### src/rtl/multiplier_pkg.sv
// Shared definitions for the shift-and-add multiplier.
//   WIDTH_DEFAULT : default operand width (product is twice this)
//   state_t       : controller states
package multiplier_pkg;

  localparam int unsigned WIDTH_DEFAULT = 8;

  typedef enum logic [1:0] {
    LOAD = 2'd0,
    CALC = 2'd1,
    DONE = 2'd2
  } state_t;

endpackage

### src/rtl/multiplier_if.sv
// Operand/result bundle of the multiplier.
//   A, B  : multiplicand / multiplier, unsigned, WIDTH bits (driven by master)
//   prod  : product, 2*WIDTH bits (driven by slave, valid while ready=1)
//   ready : final result present (driven by slave)
interface multiplier_if
  import multiplier_pkg::*;
#(
  parameter int unsigned WIDTH = WIDTH_DEFAULT
);

  logic [WIDTH-1:0]   A;
  logic [WIDTH-1:0]   B;
  logic [2*WIDTH-1:0] prod;
  logic               ready;

  modport master (output A, B, input prod, ready);
  modport slave  (input A, B, output prod, ready);

endinterface

### src/rtl/multiplier_datapath.sv
// Datapath of the shift-and-add multiplier: mcand/mplier/acc registers, adder, shifters.
//   clk, reset  : clock, synchronous active-high clear
//   load        : capture a (zero-extended), b, and clear acc
//   step        : one shift-and-add iteration
//   a, b        : operands
//   acc_next    : acc after the current iteration (combinational)
//   mplier_zero : no set multiplier bits remain after the current shift
module multiplier_datapath
  import multiplier_pkg::*;
#(
  parameter int unsigned WIDTH = WIDTH_DEFAULT
) (
  input  logic               clk,
  input  logic               reset,
  input  logic               load,
  input  logic               step,
  input  logic [WIDTH-1:0]   a,
  input  logic [WIDTH-1:0]   b,
  output logic [2*WIDTH-1:0] acc_next,
  output logic               mplier_zero
);

  logic [2*WIDTH-1:0] mcand;
  logic [WIDTH-1:0]   mplier;
  logic [2*WIDTH-1:0] acc;

  always_comb begin
    acc_next = acc;
    if (mplier[0]) acc_next = acc + mcand;
  end

  // Looks at the shifted value so the controller can finish on this same edge.
  assign mplier_zero = (mplier >> 1) == '0;

  always_ff @(posedge clk) begin
    if (reset) begin
      mcand  <= '0;
      mplier <= '0;
      acc    <= '0;
    end else if (load) begin
      mcand  <= {{WIDTH{1'b0}}, a};
      mplier <= b;
      acc    <= '0;
    end else if (step) begin
      acc    <= acc_next;
      mcand  <= mcand << 1;
      mplier <= mplier >> 1;
    end
  end

endmodule

### src/rtl/multiplier.sv
// Sequential unsigned shift-and-add multiplier with early termination.
// A reset pulse starts a multiplication: operands are captured on the first edge
// after release, and the result is held with ready=1 until the next reset.
//   clk   : rising-edge clock
//   reset : synchronous active-high reset / restart
//   bus   : slave side of multiplier_if (A, B in; prod, ready out)
module multiplier
  import multiplier_pkg::*;
#(
  parameter int unsigned WIDTH = WIDTH_DEFAULT
) (
  input logic         clk,
  input logic         reset,
  multiplier_if.slave bus
);

  state_t             state;
  logic [2*WIDTH-1:0] prod_q;
  logic               ready_q;
  logic               load;
  logic               step;
  logic [2*WIDTH-1:0] acc_next;
  logic               mplier_zero;

  assign load = (state == LOAD) && !reset;
  assign step = (state == CALC) && !reset;

  multiplier_datapath #(.WIDTH(WIDTH)) u_datapath (
    .clk         (clk),
    .reset       (reset),
    .load        (load),
    .step        (step),
    .a           (bus.A),
    .b           (bus.B),
    .acc_next    (acc_next),
    .mplier_zero (mplier_zero)
  );

  always_ff @(posedge clk) begin
    if (reset) begin
      state   <= LOAD;
      prod_q  <= '0;
      ready_q <= 1'b0;
    end else begin
      case (state)
        LOAD: begin
          if (bus.B == '0) begin
            prod_q  <= '0;
            ready_q <= 1'b1;
            state   <= DONE;
          end else begin
            state   <= CALC;
          end
        end
        CALC: begin
          if (mplier_zero) begin
            prod_q  <= acc_next;
            ready_q <= 1'b1;
            state   <= DONE;
          end
        end
        DONE: begin
          state <= DONE;
        end
        default: begin
          state   <= LOAD;
          prod_q  <= '0;
          ready_q <= 1'b0;
        end
      endcase
    end
  end

  assign bus.prod  = prod_q;
  assign bus.ready = ready_q;

endmodule

### src/flat_wrapper.sv
// flat-port wrapper written by rule: the top's interface ports become plain ports
module multiplier_flat import multiplier_pkg::*;
#(
  parameter int unsigned WIDTH = WIDTH_DEFAULT
)
  (clk, reset, bus_A, bus_B, bus_prod, bus_ready);
  multiplier_if #(.WIDTH(WIDTH)) bus_i ();
  input logic clk;
  input logic reset;
  input wire logic [$bits(bus_i.A)-1:0] bus_A;
  input wire logic [$bits(bus_i.B)-1:0] bus_B;
  output wire logic [$bits(bus_i.prod)-1:0] bus_prod;
  output wire logic [$bits(bus_i.ready)-1:0] bus_ready;
  assign bus_i.A = bus_A;
  assign bus_i.B = bus_B;
  assign bus_prod = bus_i.prod;
  assign bus_ready = bus_i.ready;
  multiplier #(.WIDTH(WIDTH)) u_core (.clk(clk), .reset(reset), .bus(bus_i));
endmodule
### config.mk
export PLATFORM = sky130hd
export DESIGN_NAME = multiplier_flat
export DESIGN_NICKNAME = d
export VERILOG_FILES = /design/src/rtl/multiplier_pkg.sv /design/src/rtl/multiplier_if.sv /design/src/rtl/multiplier_datapath.sv /design/src/rtl/multiplier.sv /design/src/flat_wrapper.sv
export SDC_FILE = /design/constraint.sdc
export NUM_CORES = 1
export LEC_CHECK = 0
export ABC_AREA = 1
export BUFFER_PORTS_ARGS = -buffer_cell sky130_fd_sc_hd__buf_4
export CAP_MARGIN = 0
export CORE_UTILIZATION = 30
export CTS_BUF_LIST = sky130_fd_sc_hd__clkbuf_4 sky130_fd_sc_hd__clkbuf_8
export DETAILED_ROUTE_END_ITERATION = 16
export HOLD_SLACK_MARGIN = 0.06
export PLACE_DENSITY = 0.5
export SLEW_MARGIN = 20
export SYNTH_ARGS = -nofsm -noshare
export SYNTH_HDL_FRONTEND = slang
export SYNTH_SLANG_ARGS = --single-unit
### constraint.sdc
create_clock -name clk -period 2.32 [get_ports clk]
set_clock_uncertainty 0.05 [all_clocks]
set_input_delay 0.464 -clock clk [delete_from_list [all_inputs] [get_ports clk]]
set_output_delay 0.464 -clock clk [all_outputs]
set_load 0.01 [all_outputs]
* Yosys cells after proc, flatten, opt, wreduce, memory -nomap -nowiden
Index checks and enable logic that the tools add are counted.
** Word-level totals
- Input port bits :: 18
- Bits in writable memories :: 0
- Memory bits (read-only) :: 0
- Register bits after elaboration :: 59
- Latch bits :: 0
- Memories :: 0
- Output and inout port bits :: 17
** Cells by class
- Equality and inequality tests :: 4
- Shift-type cells :: 0
- $add $sub $neg :: 1
- Order comparisons :: 0
- Bitwise logic cells :: 1
- Reductions and logical operators :: 9
- $mul :: 0
- Muxes and demuxes :: 14
- Div/mod/pow operators :: 0
** Operator list (number)
- 16-bit 2-to-1 mux :: 3
- 16-bit case mux with 3 select lines :: 1
- 8-bit 2-to-1 mux :: 4
- 16-bit adder :: 1
- 8-bit logical NOT :: 2
- 2-bit case mux with 3 select lines :: 1
- 2-bit 2-to-1 mux :: 2
- 1-bit case mux with 3 select lines :: 1
- 3-bit AND reduction :: 1
- 2-bit by 1-bit == test with 1-bit output (second input constant) :: 1
- 2-bit == test (second input constant) :: 1
- 1-bit logical AND :: 2
- 2-bit logical NOT :: 1
- 1-bit 2-to-1 mux :: 2
- 2-bit by 1-bit != test with 1-bit output (second input constant) :: 1
- 2-bit != test (second input constant) :: 1
- 2-bit nonzero test :: 1
- 2-bit OR reduction :: 1
- 1-bit logical NOT :: 1
- 1-bit NOT :: 1

* Logic depth before layout (Yosys ltp)
Gate-level depths: netlist of the first run.
- Depth in word-level cells :: 4
- Depth in mapped cells :: 14
- Gate-level depth less buffers :: 14

* Hierarchy
From an unflattened synthesis of the first run, not the netlist that was laid out.
** Second synthesis, totals
- Cells, all modules :: 584
- Area, all modules :: 3741.1 um2
** By module, submodules not included
- multiplier_datapath :: cells an instance 427, seq. area each 800.8 um2, times used 1, area an instance 2727.6 um2
- multiplier :: cells an instance 157, seq. area each 380.4 um2, times used 1, area an instance 1013.5 um2

* Worst setup path before layout of the first run
Ideal clock, no wire load.
- Path kind :: reg2reg
- Start :: register u_core.u_datapath.mcand[0]
- End :: register u_core.u_datapath.acc[6]
- Arrival time :: 1.683 ns
- Path slack :: 0.474 ns
- Buffers on the path :: 0
- Cell stages (with the launch flop) :: 12
- Clock period less this slack :: 1.846 ns
- Cells stage by stage :: dfxtp_1 -> ha_1 -> fa_1 -> nand2_1 -> nand2_1 -> nand3b_1 -> nand2_1 -> or2_1 -> nand3_1 -> o21ai_1 -> o21ai_1 -> inv_1
** On the way
- Cells in the longest elaborated chain, start to end :: 2
** RTL lines
- start: declaration :: line multiplier_datapath.sv:23 : logic [2*WIDTH-1:0] mcand;
- start signal: assignment :: line multiplier_datapath.sv:41 : mcand <= {{WIDTH{1'b0}}, a};
- start signal: assignment :: line multiplier_datapath.sv:46 : mcand <= mcand << 1;
- 16-bit adder :: line multiplier_datapath.sv:29 : if (mplier[0]) acc_next = acc + mcand;
- 16-bit 2-to-1 mux :: line multiplier_datapath.sv:29
- end signal: assignment :: line multiplier_datapath.sv:45 : acc <= acc_next;
- end: declaration :: line multiplier_datapath.sv:25 : logic [2*WIDTH-1:0] acc;
No other way between the ends.
A chain may end at the register's enable or synchronous reset.

* Worst setup path after layout of the first run
Ends and elaborated chain as after synthesis.

==> metrics.md, run 1 <==
| Metric | Value |
|---|---|
| Status | `finished clean` |
| DR pass1 iterations | `4` |
| Syn nets | `587` |
| Die W | `111.0 um` |
| Hold_buf cts | `0` |
| Max frequency | `493.1 MHz` |
| DR DRC count | `0` |
| Final wirelength | `~9800 um` |
| Starting density of the core | `0.3095` |
| Largest net degree at the start of global routing | `25` |
| R2r endpoint | `u_core.u_datapath.acc[6]$_SDFFE_PP0P_` |
| Clk pwr share | `0.216` |
| Post-synthesis cell type count | `37` |
| Yosys reg bits | `59` |
| RSZ-0062 raised after global routing | `no` |
| Total die area | `12320 sq um` |
| Setup TNS | `0 ns` |
| Core Region | `11520 sq um` |
| Antenna violations before repair | `0` |
| Clock latency on the worst-skew pair | `0.34 ns` |
| Commonest non-fill, non-tap cells in the layout | `nand2_1 (155), inv_1 (88), dfxtp_1 (59), a21oi_1 (45), buf_4 (44)` |
| First-pass GRT wire length | `approximately 17000 um` |
| Die height | `approximately 110 um` |
| P_int | `2.333 mW` |
| Placement Cell Area | `4008 sq um` |
| Final worst path period need | `2.028 ns` |
| Worst-path cell chain | `ha_1, fa_1, nand2_1, nand2_1, nand3b_1, nand2_1, or2_1, nand3_1, o21ai_1, o21ai_1, inv_1` |
| Syn avg cell area | `6.493 sq um` |
| Register area | `1181 sq um` |
| Setup crit end kind | `flop` |
| Worst hold start | `bus_A[0]` |
| Worst Setup EP | `u_core.u_datapath.acc[6]$_SDFFE_PP0P_` |
| Crit-path slowest cell | `fa_1` |
| # resized after CTS | `0` |
| LEAKAGE | `1.998 nW` |
| Post-synthesis cell count | `approximately 550` |
| R2R depth | `11` |
| Power Density | `987.1 nW/um^2` |
| Final Slew Violations | `0` |
| # setup viols final | `0` |
| WP data arrival | `2.22 ns` |
| Port bufs | `34` |
| ANT nets after route | `0` |
| Hold_ws | `0.2893 ns` |
| Worst setup SP type | `flop` |
| Number of setup buffers added after CTS | `0` |
| Vias/cell | `4.669` |
| Syn-to-layout area delta | `17.59%` |
| Slew HR | `0.6782` |
| Clock Path Buffers | `2` |
| CP Max Fanout | `4` |
| Worst slew pin tran | `0.4822 ns` |
| Max_cap viols | `0` |
| Layout fillers | `between 1k and 1.5k` |
| Crit share post-route | `0.8742` |
| Clock root buffer | `clkbuf_8` |
| Vias | `3432` |
| CP Depth | `11` |
| Mapped cell area | `3565 sq um` |
| WS Path Type | `flop to flop` |
| Max incr delay on CP | `between 0.4 and 0.5 ns` |
| Drt wl/cell | `13.36 um` |
| CP most frequent cell | `nand2_1` |
| CTS tree | `yes` |
| Buf/Inv on CP | `1` |
| Setup crit start | `u_core.u_datapath.mcand[0]$_SDFFE_PP0P_` |
| Flop pwr share | `0.324` |
| Congestion Overflow GR | `0` |
| Layout cells sized above 1 | `0.1436` |
| Yosys Warn Count | `0` |
| Post-DP HPWL | `just over 7000 um` |
| Global-route usage over all layers | `0.1729` |
| Top delay family on crit path | `adder cells` |
| Num CTS Buffers | `9` |
| Clk sink count | `59` |
| Reg-to-reg startpoint | `u_core.u_datapath.mcand[0]$_SDFFE_PP0P_` |
| Number of cell rows | `39` |
| Register area share after synthesis | `0.3313` |
| Area taken by multi-input logic gates | `1943 sq um` |
| Setup slack, reg-to-reg | `0.29 ns` |
| Logic pwr share | `0.460` |
| Most common cell after layout, fill and taps aside | `nand2_1` |
| RePlAce Congestion | `a little under 0.8` |
| Vias in the first global route | `between 3k and 4k` |
| Clk pin slew, worst setup/hold paths | `about 0.07 ns` |
| Final hold vios | `0` |
| Nets | `625` |
| H-tree depth | `3` |
| Final instance area | `4192 sq um` |
| Worst Hold Class | `input pin to flop` |
| 1st-iter DRT viols | `150` |
| Sw Pwr | `1.805 mW` |
| Ports | `35` |
| CP required | `between 2 and 3 ns` |
| N_diodes | `0` |
| Max VDD drop | `around 740 uV` |
| Final Util | `0.3640` |
| Switching share of power | `0.4362` |
[flip-flops by register name (all words and copies together) (netlist names)]
name,count
u_core.u_datapath.mplier,8
u_core.u_datapath.acc,16
u_core.bus.ready,1
u_core.u_datapath.mcand,16
u_core.bus.prod,16
u_core.state,2
[logic make-up after synthesis]
| logic type | count (synthesis) | share of synthesized area |
|---|---|---|
| AOI/OAI and AO/OA | 110 | 0.1723 |
| xor gates and xnor gates | 4 | 0.009830 |
| adders and majority gates | 20 | 0.07231 |
| buffers and inverters | 112 | 0.1235 |
| DFF | 59 | 0.3313 |
| and+or+nand+nor | 244 | 0.2906 |
[cells in the mapped netlist]
cell type	count	area [sq um]
fa_1	1	20.02
clkinv_1	1	3.750
a21oi_2	6	52.55
or2_2	2	12.51
a21o_1	2	15.01
inv_2	4	15.01
nand2_2	1	6.260
nor2_2	3	18.77
dfxtp_1	59	1181
a32o_1	2	20.02
o22ai_1	3	18.77
ha_1	19	237.7
inv_1	88	330.3
a22oi_1	2	15.01
nand2_1	155	581.8
nand4_1	2	12.51
nand3_1	30	150.1
xor2_1	1	8.760
buf_2	3	15.01
xnor2_1	3	26.28
clkinv_2	1	5.000
nor3_1	3	15.01
o21ai_1	5	25.02
nand3b_1	1	7.510
a21oi_1	45	225.2
clkbuf_1	10	37.54
nor2_1	37	138.9
and2_1	1	6.260
or2_1	2	12.51
buf_6	1	11.26
buf_4	2	15.01
a211oi_1	3	22.52
nor2_4	3	33.78
nand3_2	4	40.04
o21ai_0	38	190.2
buf_1	2	7.510
o21a_1	4	30.03
[final cells by class]
class,count,share of cell area
timing repair buffer,45,0.08358
sequential,59,0.2818
clock buffer,14,0.04149
inverter,94,0.08448
multi-input combinational,378,0.4636
clock inverter,2,0.002388
tap,143,0.04269
[power groups by stage]
stage                     clock, mW  combinational [mW]  sequential (mW)
after floorplan                   0                1.35             1.33
after global placement            0                1.89             1.35
after detailed placement          0                1.91             1.36
after CTS                     0.917                1.92             1.34
after global routing          0.963                2.15             1.37
final                         0.892                1.90             1.34
[worst min-delay path by stage]
stage	cells past startpoint	slack, ns	endpoint
6_report	2	0.29	u_core.u_datapath.mcand[0]$_SDFFE_PP0P_
5_1_grt	2	0.28	u_core.u_datapath.mcand[0]$_SDFFE_PP0P_
4_1_cts	2	0.27	u_core.u_datapath.mcand[0]$_SDFFE_PP0P_
3_5_place_dp	2	0.40	u_core.u_datapath.mplier[5]$_SDFFE_PP0P_
3_3_place_gp	2	0.40	u_core.u_datapath.mplier[5]$_SDFFE_PP0P_
2_1_floorplan	2	0.39	u_core.u_datapath.mplier[2]$_SDFFE_PP0P_
[layer usage]
metal | share of wire | vias to the layer above | track usage
met4 | 0.011 | 0 | 0.06393
li1 | - | 1811 | -
met1 | 0.52 | 1565 | 0.2326
met5 | 0 | - | 0
met2 | 0.44 | 45 | 0.2784
met3 | 0.027 | 11 | 0.02734
[through the flow]
step                total power, mW  worst slack [ns]  cells
finish                        4.137            0.2919    735
global route                  4.478            0.1220    735
CTS                           4.175            0.2883    735
detailed placement            3.268            0.3032    719
global placement              3.246            0.3267    719
floorplan                     2.682            0.4743    549
Power figures use the tool's default switching activity.
==> inputs of run 2 (changes only) <==
--- a/config.mk
+++ b/config.mk
@@ -16,4 +16,5 @@
 export SLEW_MARGIN = 20
 export SYNTH_ARGS = -nofsm -noshare
 export SYNTH_HDL_FRONTEND = slang
+export SYNTH_HIERARCHICAL = 1
 export SYNTH_SLANG_ARGS = --single-unit
==> run 2 against run 1 <==
  * Combinational power grew 13%
  * Sequential power increased by 11%
  * Synthesized cell count grew 6.4%
  * Flip-flop and latch count is the same
  * Synthesized area is 4.9% higher
  * Non-clock buffer count is the same
  * Largest power group unchanged
  * Global-route usage fell by 1.5 points
  * Wire length decreased by 4.7%
==> metrics.md, run 2 <==
| Metric | Value |
|---|---|
| Max frequency | `481.8 MHz` |
| Crit-path slowest cell | `fa_1` |
| CP Max Fanout | `4` |
| Worst setup SP type | `flop` |
| Area taken by multi-input logic gates | `2067 sq um` |
| Flop pwr share | `0.321` |
| Final Slew Violations | `0` |
| DR DRC count | `0` |
| Post-synthesis mux area share | `0` |
| Status | `finished clean` |
| Total die area | `12920 sq um` |
| Number of synthesized flops with an enable pin | `0` |
| Max incr delay on CP | `0.42 ns` |
| Post-synth ARST share | `0` |
| Syn avg cell area | `6.406 sq um` |
| Post-synthesis cell count | `~600` |
| Die W | `113.7 um` |
| Yosys reg bits | `just under 60` |
| Crit share post-route | `0.8947` |
| CP most frequent cell | `nand2_2` |
| Top-count cell post-synth | `nand2_1` |
| Ports | `35` |
| Syn-to-layout area delta | `16.59%` |
| Vias/cell | `4.561` |
| CP required | `2.51 ns` |
| Top delay family on crit path | `simple AND/OR/NAND/NOR gates` |
| Register area | `between 1000 and 1500 sq um` |
| DR pass1 iterations | `4` |
| Die height | `113.7 um` |
| Switching share of power | `0.4225` |
| 1st-iter DRT viols | `158` |
| Layout cells sized above 1 | `0.1300` |
| CTS tree | `yes` |
| Commonest non-fill, non-tap cells in the layout | `nand2_1 (178), inv_1 (91), nor2_1 (68), dfxtp_1 (59), buf_4 (45)` |
| Final wirelength | `about 9400 um` |
| Port bufs | `34` |
| Ranking of synthesized cells by area | `dfxtp_1 (32%), nand2_1 (18%), inv_1 (9.1%)` |
| Clk sink count | `59` |
| Compound-cell area share of the yosys netlist | `0.1231` |
| Post-Synth XOR/XNOR Area | `0.01171` |
| Largest net degree at the start of global routing | `29` |
| # resized after CTS | `0` |
| Antenna violations before repair | `0` |
| H-tree depth | `3` |
| Logic pwr share | `0.460` |
| Mapped cell area | `3741 sq um` |
| # setup viols final | `0` |
| Register area share after synthesis | `0.3157` |
| Final hold vios | `0` |
| Post-DP HPWL | `slightly below 7000 um` |
| ANT nets after route | `0` |
| Num CTS Buffers | `9` |
| Clk pin slew, worst setup/hold paths | `0.07 ns` |
| Hold_buf cts | `0` |
| Most common cell after layout, fill and taps aside | `nand2_1` |
| RSZ-0062 raised after global routing | `no` |
| Max VDD drop | `between 500 and 600 uV` |
| Starting density of the core | `0.3102` |
| Final worst path period need | `2.076 ns` |
| Congestion Overflow GR | `0` |
| Syn nets | `622` |
| First-pass GRT wire length | `about 16000 um` |
| Adder-cell share of the synthesized area | `0.06890` |
| Vias in the first global route | `roughly 3.5k` |
| Post-synthesis cell type count | `42` |
| LEAKAGE | `2.284 nW` |
| Dpl cells | `775` |
| Worst-path cell chain | `ha_1, fa_1, nand2_2, nand2_2, nand3b_1, nand2_2, or2_1, nand3_2, o21ai_0, nand2_1, nand3_1, nand2_1, nor2_1` |
| Number of setup buffers added after CTS | `0` |
| Max_cap viols | `0` |
| Clock root buffer | `clkbuf_8` |
| Sw Pwr | `1.960 mW` |
| Worst Hold Class | `input pin to flop` |
| WS Path Type | `flop to flop` |
| Clock Path Buffers | `2` |
| Clk pwr share | `0.219` |
| Top post-synthesis cells by count | `nand2_1 (178), inv_1 (91), nor2_1 (69), dfxtp_1 (59), a21oi_1 (34)` |
| Post-synthesis simple-gate area fraction | `0.3482` |
| Clock latency on the worst-skew pair | `approximately 0.34 ns` |
| N_diodes | `0` |
| Vias | `3608` |
| Setup crit end kind | `flop` |
| Yosys Warn Count | `6` |
| Global-route usage over all layers | `0.1575` |
| Combinational family with the most area after synthesis | `simple AND/OR/NAND/NOR gates` |
| Buf/Inv on CP | `0` |
| Setup TNS | `0 ns` |
| Fin cells | `791` |
| RePlAce Congestion | `0.8220` |
| Leading area contributor after synthesis | `dfxtp_1` |
| Power Density | `1063 nW/um^2` |
| Number of cell rows | `40` |
| P_int | `2.679 mW` |
| WP data arrival | `2.27 ns` |
| Core Region | `12060 sq um` |
| Share of the synthesized area in the top cell type | `0.3157` |
| Main synth FF type | `dfxtp_1` |
| Drt wl/cell | `11.83 um` |
| Nets | `656` |
| Layout fillers | `between 1k and 1.5k` |
| Worst slew pin tran | `0.5269 ns` |
| Slew HR | `0.6484` |
## run 2: changes by cell type after synthesis, sizes merged, moves of 3 or more
cell,delta
o21ai,-25
nand2,+29
o21a,-4
o221ai,+11
nor2,+29
a21oi,-17
nor3,+6
a31oi,+6
buf,+3
## run 2: layer usage
metal	vias up	track usage	part of all wire
met5	-	0	0
met4	0	0.05088	0.012
met3	10	0.03932	0.051
met2	73	0.2744	0.49
met1	1624	0.1891	0.45
li1	1901	-	-
## run 2: cell families (layout without fill, tap and decap cells)
kind of cell               count (synthesis)  after routing
AOI/OAI and AO/OA                         76             76
xor gates and xnor gates                   5              5
adders and majority gates                 20             20
buffers and inverters                    116            155
DFF                                       59             59
and+or+nand+nor                          308            308
## run 2: per-stage QoR
step           total power, mW  cell area, sq um  setup WS (ns)  hold WS (ns)    util
2_1_floorplan            3.059              3741         0.4026        0.4033       -
3_3_place_gp             3.638              4149         0.2720        0.3973  0.3440
3_5_place_dp             3.664              4149         0.2520        0.4046  0.3440
4_1_cts                  4.704              4362         0.2352        0.2925  0.3616
5_1_grt                  5.071              4362        0.07315        0.2910  0.3616
6_report                 4.638              4362         0.2443        0.3052  0.3616
## run 2: worst paths after layout
path | end | slack (ns) | startpoint | cells after the start
max | u_core/bus.prod[6]$_SDFFE_PP0P_ | 0.24 | u_core/u_datapath/mcand[0]$_SDFFE_PP0P_ | 13
min | u_core/state[0]$_SDFFE_PP0P_ | 0.31 | reset | 2
max reg2reg | u_core/bus.prod[6]$_SDFFE_PP0P_ | 0.24 | u_core/u_datapath/mcand[0]$_SDFFE_PP0P_ | 13
min reg2reg | u_core/bus.ready$_SDFFE_PP0P_ | 0.41 | u_core/bus.ready$_SDFFE_PP0P_ | 2
## run 2: final cells by class
| class | instances | share of cell area |
|---|---|---|
| repair buffers | 45 | 0.07745 |
| inverters | 94 | 0.08089 |
| multi-input cells | 409 | 0.4739 |
| flip-flops and latches | 59 | 0.2708 |
| well taps | 168 | 0.04819 |
| clock inverters | 4 | 0.01090 |
| clock buffers | 12 | 0.03787 |
## run 2: power groups by stage
stage / registers, mW / logic (mW) / clock network, mW
CTS: 1.49 / 2.17 / 1.05
global route: 1.52 / 2.44 / 1.10
floorplan: 1.52 / 1.54 / 0
finish: 1.49 / 2.14 / 1.02
global placement: 1.50 / 2.13 / 0
detailed placement: 1.51 / 2.15 / 0
## run 2: worst reg2reg max path, stage by stage, from the launching register on
cell,delay [ns]
dfxtp_1,0.32
ha_1,0.23
fa_1,0.42
nand2_2,0.10
nand2_2,0.06
nand3b_1,0.09
nand2_2,0.07
or2_1,0.22
nand3_2,0.07
o21ai_0,0.09
nand2_1,0.08
nand3_1,0.07
nand2_1,0.06
nor2_1,0.05
